`config.mk`:
```
export PLATFORM = sky130hd
export DESIGN_NAME = hd_word_stager
export DESIGN_NICKNAME = d
export VERILOG_FILES = /design/src/rtl/hd_word_stager.sv
export SDC_FILE = /design/constraint.sdc
export NUM_CORES = 1
export LEC_CHECK = 0
export BUFFER_PORTS_ARGS = -buffer_cell sky130_fd_sc_hd__buf_2
export CAP_MARGIN = 20
export CORE_MARGIN = 5
export CORE_UTILIZATION = 51
export CTS_CLUSTER_SIZE = 20
export DETAILED_ROUTE_END_ITERATION = 7
export PLACE_DENSITY = 0.89
export REMOVE_ABC_BUFFERS = 1
export SYNTH_ARGS = -nofsm -noshare
export SYNTH_HDL_FRONTEND = slang
export SYNTH_SLANG_ARGS = --single-unit
```
`constraint.sdc`:
```
create_clock -name clk -period 2.1 [get_ports clk]
set_clock_uncertainty 0.2 [all_clocks]
set_input_delay 0.42 -clock clk [delete_from_list [all_inputs] [get_ports clk]]
set_output_delay 0.42 -clock clk [all_outputs]
set_load 0.1 [all_outputs]
```
`src/rtl/hd_word_stager.sv`:
```
// hd_word_stager: sequential front/back-end for one 32-in/32-out combinational core.
// It collects four bytes (LSB first) into an operand and drives that operand on core_x.
// The operand is held for SETTLE_CYCLES cycles. Then core_y is captured and presented
// on a word-wide valid/ready output.
//
// Optional feature: define HD_STAGER_PARITY_EN to add the in_par port. Each accepted
// byte is then checked for even parity; a bad byte sets the sticky err flag and poisons
// the current word.
//
// Ports:
//   clk, rst             rising-edge clock, synchronous active-high reset
//   in_valid/in_ready    byte input handshake, in_data = operand byte
//   in_par               even-parity bit for in_data (HD_STAGER_PARITY_EN only)
//   core_x               operand to the core, stable from load until the output drains
//   core_y               core result, sampled in the CAPTURE state
//   out_valid/out_ready  result handshake, out_data = captured result
//   busy                 high unless idle in LOAD with no partial bytes
//   err                  sticky parity error (constant 0 without HD_STAGER_PARITY_EN)
module hd_word_stager #(
  parameter int unsigned SETTLE_CYCLES = 2  // legal range 1..15
) (
  input  logic        clk,
  input  logic        rst,
  input  logic        in_valid,
  output logic        in_ready,
  input  logic [7:0]  in_data,
`ifdef HD_STAGER_PARITY_EN
  input  logic        in_par,
`endif
  output logic [31:0] core_x,
  input  logic [31:0] core_y,
  output logic        out_valid,
  input  logic        out_ready,
  output logic [31:0] out_data,
  output logic        busy,
  output logic        err
);

  typedef enum logic [1:0] {StLoad, StSettle, StCapture, StDrain} state_e;

  localparam logic [3:0] SettleLoad = 4'(SETTLE_CYCLES - 1);

  state_e          state_q, state_d;
  logic [1:0]      cnt_q, cnt_d;
  logic [3:0]      settle_q, settle_d;
  // Only lanes 0..2 are stored; lane 3 is the byte accepted on the loading cycle.
  logic [2:0][7:0] shadow_q, shadow_d;
  logic [31:0]     core_x_q, core_x_d;
  logic [31:0]     out_data_q, out_data_d;
  logic            poison_q, poison_d;
  logic            err_q, err_d;
  logic            bad_par;

`ifdef HD_STAGER_PARITY_EN
  assign bad_par = ^{in_data, in_par};
`else
  assign bad_par = 1'b0;
`endif

  always_comb begin
    state_d    = state_q;
    cnt_d      = cnt_q;
    settle_d   = settle_q;
    shadow_d   = shadow_q;
    core_x_d   = core_x_q;
    out_data_d = out_data_q;
    poison_d   = poison_q;
    err_d      = err_q;
    in_ready   = 1'b0;

    unique case (state_q)
      StLoad: begin
        in_ready = 1'b1;
        if (in_valid) begin
          cnt_d = cnt_q + 2'd1;
          if (cnt_q != 2'd3) begin
            shadow_d[cnt_q] = in_data;
          end
          if (bad_par) begin
            err_d    = 1'b1;
            poison_d = 1'b1;
          end
          if (cnt_q == 2'd3) begin
            // A poisoned word is dropped: back to an empty LOAD, core_x untouched.
            poison_d = 1'b0;
            if (!(poison_q || bad_par)) begin
              core_x_d = {in_data, shadow_q[2], shadow_q[1], shadow_q[0]};
              settle_d = SettleLoad;
              state_d  = StSettle;
            end
          end
        end
      end
      StSettle: begin
        if (settle_q == 4'd0) begin
          state_d = StCapture;
        end else begin
          settle_d = settle_q - 4'd1;
        end
      end
      StCapture: begin
        out_data_d = core_y;
        state_d    = StDrain;
      end
      StDrain: begin
        if (out_ready) begin
          state_d = StLoad;
          cnt_d   = 2'd0;
        end
      end
      default: state_d = StLoad;
    endcase
  end

  always_ff @(posedge clk) begin
    if (rst) begin
      state_q    <= StLoad;
      cnt_q      <= 2'd0;
      settle_q   <= 4'd0;
      shadow_q   <= '0;
      core_x_q   <= 32'd0;
      out_data_q <= 32'd0;
      poison_q   <= 1'b0;
      err_q      <= 1'b0;
    end else begin
      state_q    <= state_d;
      cnt_q      <= cnt_d;
      settle_q   <= settle_d;
      shadow_q   <= shadow_d;
      core_x_q   <= core_x_d;
      out_data_q <= out_data_d;
      poison_q   <= poison_d;
      err_q      <= err_d;
    end
  end

  assign core_x    = core_x_q;
  assign out_data  = out_data_q;
  assign out_valid = (state_q == StDrain);
  assign busy      = !((state_q == StLoad) && (cnt_q == 2'd0));
  assign err       = err_q;

endmodule

```
# Word-level counts from Yosys, hierarchy flattened
# Index checks and enable logic that the tools add are counted.
# op_classes
add_sub_neg	2
mul	0
n_div	0
magnitude_cmp	2
eq_ne	10
shift	0
muxes	15
bitwise_logic	0
reduce_logical	13
# ops
op	count
bitwise mux 24 bit	1
demux 8 bit (select 2 bit)	1
two-way mux 4 bit	3
two-way mux 2 bit	5
inequality test 2 bit (second input constant)	5
AND reduction 3 bit	3
two-way mux 8 bit	1
one-hot mux 2 bit (4 select lines)	1
one-hot mux 4 bit (2 select lines)	1
AND reduction 4 bit	2
equality test 2 bit (second input constant)	3
logical NOT 2 bit	2
logical NOT 4 bit	1
one-hot mux 2 bit (2 select lines)	1
nonzero test 2 bit	2
subtractor 4 x 1 -> 4 bit (second input constant)	1
less-than comparator 2 x 3 -> 1 bit (second input constant)	1
adder 2 x 1 -> 2 bit (second input constant)	1
equality test 2 x 1 -> 1 bit (second input constant)	1
>= comparator 2 x 1 -> 1 bit (second input constant)	1
logical AND 1 bit	2
inequality test 2 x 1 -> 1 bit (second input constant)	1
logical NOT 1 bit	1
two-way mux 1 bit	1
# totals
ff_bits	96
latch_bits	0
ramBits	0
rom_bits	0
inputBits	44
out_inout_bits	68
elab_cells	50
n_memories	0

# Logic depth before layout (Yosys ltp)
# Gate-level depths: netlist (run 1).
# depth
ltp_word	5
depth_mapped	8
ltp_nobuf	5

# Worst setup path after synthesis (run 1)
# No wires, ideal clock.
# synth_path
path_type	register to register
startpoint	reg state_q[0]
endpoint	reg settle_q[0]
setup_ps	117
arrival_ps	2079
required_ps	1783
setup_slack_ps	-296
stages_incl_launch_ff	6
path_buffers	0
period_less_slack_ps	2396
path_cell_list	dfxtp_1 -> inv_1 -> ha_1 -> nand3_4 -> a221o_1 -> a22o_1
# synth_between
elab_chain_cells	3
word_cells_on_any_way	8
classes_between	eq/ne: 4; mux: 1; reduce/logical: 3
# synth_rtl
element	line_no	rtl
from (decl)	43	state_e state_q, state_d;
from (signal assigned)	117	state_q <= StLoad;
from (signal assigned)	126	state_q <= state_d;
equality test 2 x 1 -> 1 bit / logical NOT 2 bit (equally long branches)	71	unique case (state_q)
inequality test 2 bit (no line) / nonzero test 2 bit (equally long branches)	-	
AND reduction 4 bit (no line)	-	
to (signal assigned)	128	settle_q <= settle_d;
to (decl)	45	logic [3:0] settle_q, settle_d;
# Several ways; a longest one is shown, not always the timed one.
# A chain may end at the register's enable or synchronous reset.

# Final worst setup path (run 1)
# layout_path
startpoint	reg state_q[0]
endpoint	out busy
# layout_between
elab_chain_cells	3
# layout_rtl
element	line_no	rtl
logical NOT 2 bit	140	assign busy = !((state_q == StLoad) && (cnt_q == 2'd0));
logical AND 1 bit	140	
logical NOT 1 bit	140	
to (decl)	35	output logic busy,
# Every way passes these cells.

==> PnR_summary.wiki, run 1 <==
{| class="wikitable"
! Metric !! Value
|-
| Clock insertion delay at the later pin of the skew report || 350 ps
|-
| Delay of the slowest critical-path stage || 390 ps
|-
| Area of all placed cells without fillers || 4630 um2
|-
| Largest voltage drop on the vdd net || 0.000513 V
|-
| Clock-pin slew on the worst setup and hold paths || 90 ps
|-
| Setup-violating endpoint count in the final report || 0
|-
| # IOs || 112
|-
| Sw frac || 0.325
|-
| Class of the tightest hold or removal check || in2reg
|-
| Tcrit/Tclk final || 0.971
|-
| Final Hold Vio Count || 0
|-
| Number of max-cap violations || 0
|-
| Slowest library cell on the worst path || sky130_fd_sc_hd__dfxtp_1
|-
| Post-synthesis async set-or-reset flop share || 0
|-
| Final-report max-slew violation count || 0
|-
| Static leakage power || 1.92 nW
|-
| Part of the power in combinational logic || 0.244
|-
| Initial antenna violation count || 0
|-
| Post-synthesis cell area || 3740 um2
|-
| Vias per cell || 5.07
|-
| CP required || 1480 ps
|-
| Fraction of power consumed by the clock network || 0.293
|-
| Tightest Pin Transition || 512 ps
|-
| Max Used Layer || met4
|-
| PnR worst setup slack || 60.8 ps
|-
| Row cnt || 31
|-
| Normalized max-slew margin || 0.661
|-
| Mapped Avg Cell Area || 8.79 um2
|-
| Detailed-route via count || 3,182
|-
| Final routed wirelength across all metal layers || 8890 um
|-
| Routability congestion estimate || 0.839
|-
| Initial Utilization || 0.521
|-
| Unrepaired setup endpoints after global routing || true
|-
| Placed wire-length estimate || 6440 um
|-
| Most instantiated flip-flop cell in the synthesis netlist || sky130_fd_sc_hd__dfxtp_1
|-
| Critical path start-end classification || reg2out
|-
| Startpoint type of the worst setup path || flop
|-
| Detailed router's first-iteration violation count || 177
|-
| Share of synthesized area occupied by flip-flops and latches || 0.514
|-
| Number of DRC violations after detailed routing || 0
|-
| Layout cell share with drive strength beyond 1 || 0.261
|-
| H-tree depth || 3
|-
| Detailed-routed wire length on met2 || 4270 um
|-
| IO Port Bufs || 110
|-
| Die width || 95.6 um
|-
| Clock tree root driver cell || sky130_fd_sc_hd__clkbuf_8
|-
| Endpoint type of the worst setup path || output port
|-
| Clock buffers created by TritonCTS || 9
|-
| Seq cells post-synth || 96
|-
| Met3 routed WL || 859 um
|-
| Gr usage total || 0.200
|-
| Post-synthesis cell count || 425
|-
| Count of clock tree sinks || 96
|-
| Post-synthesis cell type with the largest combined area || sky130_fd_sc_hd__dfxtp_1
|-
| Dominant delay contributor by cell family on the critical path || flip-flops
|-
| Number of global-route vias before repair || 3,086
|-
| First-pass GRT wire length || 14,300 um
|-
| Inserted Diodes || 0
|-
| Switching power summed over all nets || 1.38 mW
|-
| Yosys warnings || 0
|-
| Fin Hold WS || 102 ps
|-
| Most frequent standard cell in the layout excluding fill and tap cells || sky130_fd_sc_hd__nand2_1
|-
| Most frequent cells in the layout || 115 x sky130_fd_sc_hd__nand2_1, 107 x sky130_fd_sc_hd__buf_2, 95 x sky130_fd_sc_hd__dfxtp_1
|-
| Worst path bufs/invs || 2
|-
| Top post-synthesis cells by area || sky130_fd_sc_hd__dfxtp_1 51%, sky130_fd_sc_hd__nand2_1 12%, sky130_fd_sc_hd__mux2i_1 9.6%
|-
| Number of iterations in the first detailed-routing pass || 4
|-
| NumNets Final || 578
|-
| Die outline height || 95.6 um
|-
| Worst setup slack before clock tree synthesis || 137 ps
|-
| Post-route total power || 4.24 mW
|-
| Overall die area || 9140 um2
|-
| Worst endpoint data arrival time || 1420 ps
|-
| Part of the total power dissipated in sequential elements || 0.463
|-
| Residual antenna-violating net count after detailed routing || 0
|-
| Max Root-Sink Buffers || 2
|-
| CTS tree || built
|-
| Run status || complete, no violations
|-
| Area overhead of the layout relative to synthesis || 23.8%
|-
| Power per standard cell area || 916 nW/um2
|-
| Overflow after GRT || 0
|-
| Core area || 7180 um2
|-
| Hold bufs inserted after CTS || 0
|-
| Area share of the largest cell type after synthesis || 0.514
|-
| Cell breakdown of the critical path || inv_1, ha_4, nand2_1, buf_12
|-
| Highest net fanout along the worst path || 10
|-
| Routed WL per cell || 14.2 um
|-
| Cell Area, Placed || 4390 um2
|-
| Library cells used by synthesis || 35
|-
| Number of enable flip-flop cells after synthesis || 0
|-
| Internal Dissipation || 2.86 mW
|-
| Detailed-route wire length on metal 1 || 3570 um
|-
| Pin count of the biggest net entering global routing || 58
|-
| Final min period || 2040 ps
|-
| Maximum achievable frequency || 0.490 GHz
|}
==> final timing paths <==
path	startpoint	to	slack, ps	cells past startpoint
setup / recovery	state_q[0]	busy	60	4
hold / removal	core_y[0]	out_data[0]	100	3
setup reg to reg	state_q[0]	out_data[19]	200	5
hold reg to reg	shadow_q[21]	core_x[21]	250	2
==> synthesized netlist by cell type, types with 3 or more instances <==
cell	count
sky130_fd_sc_hd__ha_1	11
sky130_fd_sc_hd__nand2_1	115
sky130_fd_sc_hd__buf_2	9
sky130_fd_sc_hd__o21ai_0	3
sky130_fd_sc_hd__nor2_1	35
sky130_fd_sc_hd__and4b_1	3
sky130_fd_sc_hd__mux2i_1	36
sky130_fd_sc_hd__clkbuf_1	15
sky130_fd_sc_hd__inv_1	9
sky130_fd_sc_hd__nand2b_1	5
sky130_fd_sc_hd__dfxtp_1	96
sky130_fd_sc_hd__nand4b_1	4
sky130_fd_sc_hd__nor2b_1	3
sky130_fd_sc_hd__a21oi_1	58
==> registers in the layout, indices dropped and copies added, names as in the netlist <==
| register | cells |
|---|---|
| cnt_q | 2 |
| state_q | 2 |
| core_x | 32 |
| out_data | 32 |
| settle_q | 4 |
| shadow_q | 24 |
==> metal layers <==
layer / GRT usage / vias to the layer above
li1: - / 1591
met1: 0.228 / 1434
met2: 0.331 / 138
met3: 0.0726 / 19
met4: 0.0948 / 0
met5: 0 / -
==> power groups by stage <==
stage                     Combinational [mW]  Clock (mW)  Sequential (mW)
after floorplan                        0.535           0             2.15
after global placement                 0.966           0             2.00
after detailed placement                1.00           0             2.00
after CTS                               1.01        1.26             1.96
after global routing                    1.11        1.34             1.98
final                                   1.04        1.24             1.96
==> stage by stage <==
| stage | util | std cells | TNS (ps) |
|---|---|---|---|
| detailed placement | 0.612 | 611 | 0 |
| finish | 0.645 | 627 | 0 |
| CTS | 0.642 | 627 | 0 |
| floorplan | - | 397 | -5070 |
| global route | 0.645 | 627 | -23.9 |
| global placement | 0.612 | 611 | 0 |
==> layout make-up <==
cell class	count	area, um2
repair buffers	115	658
inverters	9	33.8
flip-flops and latches	96	1920
clock buffers	12	155
fillers	605	2550
clock inverters	4	51.3
well taps	99	124
multi-input cells	292	1680
==> logic make-up after synthesis <==
| kind of cell | count (synthesis) | share of synthesized area |
|---|---|---|
| multiplexers | 36 | 0.0964 |
| flip-flops | 96 | 0.514 |
| adder cells (fa/ha/maj) | 11 | 0.0368 |
| buffers and inverters | 37 | 0.0432 |
| other | 1 | 0.00100 |
| AO/OA/AOI/OAI | 71 | 0.110 |
| AND/OR/NAND/NOR | 173 | 0.199 |
==> repair_timing <==
item,CTS,global route
resized for setup,3,3
gates cloned,0,0
endpoints found under the setup margin,3,1
setup buffers,0,0
==> worst register-to-register path: stages, from the launching register on <==
cell                      delay [ps]
sky130_fd_sc_hd__dfxtp_1         350
sky130_fd_sc_hd__inv_1           190
sky130_fd_sc_hd__ha_2            490
sky130_fd_sc_hd__buf_12          250
sky130_fd_sc_hd__mux2i_1         250
sky130_fd_sc_hd__nor2_1           60
No activity file was read; power rests on OpenSTA's default activity.
==> run 2: changes to the inputs <==
Settings changed: GPL_TIMING_DRIVEN set to 0.
==> run 2 against run 1 <==
Against the previous run:
- utilization is 1.1 points lower
- non-clock buffer count decreased by 5
- global-route usage down 0.72 points
- worst hold slack lost 2.2 ps
- first-iteration DRC count fell by 50%
- clock-buffer cell count is 2 lower
- critical endpoint unchanged
- combinational power shrank 8%
- sequential share of layout area is 0.68 points higher
- wire length down 4.6%
- cell area down 1.7%
- the flow now finishes with violations (setup timing)
==> PnR_summary.wiki, run 2 (synthesized netlist as in run 1, its figures left out) <==
{| class="wikitable"
! Metric !! Value
|-
| Run status || finished, violations left
|-
| Failing checks || setup timing
|-
| Pin count of the biggest net entering global routing || 102
|-
| Die outline height || 95.6 um
|-
| Clock insertion delay at the later pin of the skew report || 350 ps
|-
| Initial Utilization || 0.521
|-
| Max Root-Sink Buffers || 2
|-
| Cell breakdown of the critical path || inv_1, ha_2, nand2_1, buf_8
|-
| Inserted Diodes || 0
|-
| Clock buffers created by TritonCTS || 9
|-
| Internal Dissipation || 2.88 mW
|-
| Number of buffers added for setup after CTS || 0
|-
| Final Hold Vio Count || 0
|-
| Fin Hold WS || 99.6 ps
|-
| Count of clock tree sinks || 96
|-
| Class of the tightest hold or removal check || in2reg
|-
| Hold bufs inserted after CTS || 0
|-
| Worst endpoint data arrival time || 1490 ps
|-
| CP required || 1480 ps
|-
| Highest net fanout along the worst path || 10
|-
| Largest voltage drop on the vdd net || 0.000461 V
|-
| Detailed-route via count || 3,130
|-
| Clock-pin slew on the worst setup and hold paths || 90 ps
|-
| Count of cells resized by post-cts repair || 10
|-
| Row cnt || 31
|-
| Part of the power in combinational logic || 0.227
|-
| Part of the total power dissipated in sequential elements || 0.465
|-
| Number of max-cap violations || 0
|-
| Delay of the slowest critical-path stage || 350 ps
|-
| Static leakage power || 1.88 nW
|-
| Maximum achievable frequency || 0.473 GHz
|-
| H-tree depth || 3
|-
| IO Port Bufs || 110
|-
| Normalized max-slew margin || 0.345
|-
| Power per standard cell area || 928 nW/um2
|-
| Setup-violating endpoint count in the final report || 1
|-
| Routed WL per cell || 13.7 um
|-
| Final routed wirelength across all metal layers || 8480 um
|-
| Unrepaired setup endpoints after global routing || true
|-
| Clock tree root driver cell || sky130_fd_sc_hd__clkbuf_8
|-
| Most frequent cells in the layout || 115 x sky130_fd_sc_hd__nand2_1, 106 x sky130_fd_sc_hd__buf_2, 96 x sky130_fd_sc_hd__dfxtp_1
|-
| Tightest Pin Transition || 983 ps
|-
| Switching power summed over all nets || 1.34 mW
|-
| Die width || 95.6 um
|-
| # IOs || 112
|-
| PnR worst setup slack || -12.5 ps
|-
| Critical path start-end classification || reg2out
|-
| Overflow after GRT || 0
|-
| Startpoint type of the worst setup path || flop
|-
| Routability congestion estimate || 0.873
|-
| Layout cell share with drive strength beyond 1 || 0.257
|-
| CTS tree || built
|-
| Residual antenna-violating net count after detailed routing || 0
|-
| Gr usage total || 0.193
|-
| NumNets Final || 573
|-
| Area of all placed cells without fillers || 4550 um2
|-
| Tcrit/Tclk final || 1.01
|-
| Endpoint type of the worst setup path || output port
|-
| Final-report max-slew violation count || 0
|-
| Number of iterations in the first detailed-routing pass || 4
|-
| Vias per cell || 5.04
|-
| Final min period || 2110 ps
|-
| Number of DRC violations after detailed routing || 0
|-
| Number of global-route vias before repair || 3,023
|-
| Initial antenna violation count || 0
|-
| Detailed router's first-iteration violation count || 88
|-
| Most frequent standard cell in the layout excluding fill and tap cells || sky130_fd_sc_hd__nand2_1
|-
| First-pass GRT wire length || 13,700 um
|-
| Cell Area, Placed || 4290 um2
|-
| Overall die area || 9140 um2
|-
| Sw frac || 0.318
|-
| Area overhead of the layout relative to synthesis || 21.7%
|-
| Slowest library cell on the worst path || sky130_fd_sc_hd__dfxtp_1
|-
| Placed wire-length estimate || 6080 um
|-
| Fraction of power consumed by the clock network || 0.308
|-
| Core area || 7180 um2
|}
## run 2: cell count changes in the layout (fill, tap and decap cells not counted), sizes merged
| cell | previous run | this run |
|---|---|---|
| buf | 115 | 110 |
| bufinv | 1 | 2 |
| inv | 10 | 9 |
| clkinv | 1 | 2 |
| clkbuf | 12 | 10 |
## run 2: per-stage QoR
| step | TNS (ps) | setup slack, ps | total power [mW] | cells | util |
|---|---|---|---|---|---|
| after floorplan | -5070 | -296 | 2.68 | 397 | - |
| after CTS | 0 | 3.12 | 4.25 | 621 | 0.632 |
| after global placement | -24320 | -450 | 2.88 | 606 | 0.597 |
| after global routing | -1270 | -104 | 4.43 | 621 | 0.634 |
| final | -12.5 | -12.5 | 4.22 | 621 | 0.634 |
| after detailed placement | -11340 | -414 | 2.91 | 606 | 0.598 |
## run 2: final timing paths
path	startpoint	endpoint	slack, ps	cells after the start
hold reg to reg	core_x[24]	core_x[24]	250	2
hold / removal	core_y[29]	out_data[29]	100	3
setup reg to reg	state_q[0]	out_data[20]	60	4
setup / recovery	state_q[0]	busy	-10	4
## run 2: cell type report
type                       instances  area [um2]
clock buffer                      10         138
clock inverter                     5        81.3
fill                             613        2630
inverter                           9        33.8
multi-input combinational        292        1680
sequential                        96        1920
tap                               99         124
timing repair buffer             110         572
## run 2: per-layer routing
| layer | global-route usage | vias up | part of all wire |
|---|---|---|---|
| met4 | 0.0865 | 0 | 0.012 |
| met5 | 0 | - | 0 |
| met3 | 0.0860 | 8 | 0.10 |
| li1 | - | 1582 | - |
| met2 | 0.314 | 109 | 0.49 |
| met1 | 0.216 | 1431 | 0.40 |
## run 2: power groups by stage
stage                     logic, mW  clock network [mW]  registers, mW
final                         0.958                1.30           1.96
after detailed placement      0.903                   0           2.01
after CTS                     0.957                1.33           1.96
after global routing           1.04                1.41           1.97
after floorplan               0.535                   0           2.15
after global placement        0.876                   0           2.00
## run 2: critical path, delay by kind of cell (launching register included)
| kind | cells | cell delay [ps] |
|---|---|---|
| fa+ha+maj | 1 | 320 |
| buf+inv | 2 | 330 |
| simple gates | 1 | 140 |
| flops | 1 | 350 |
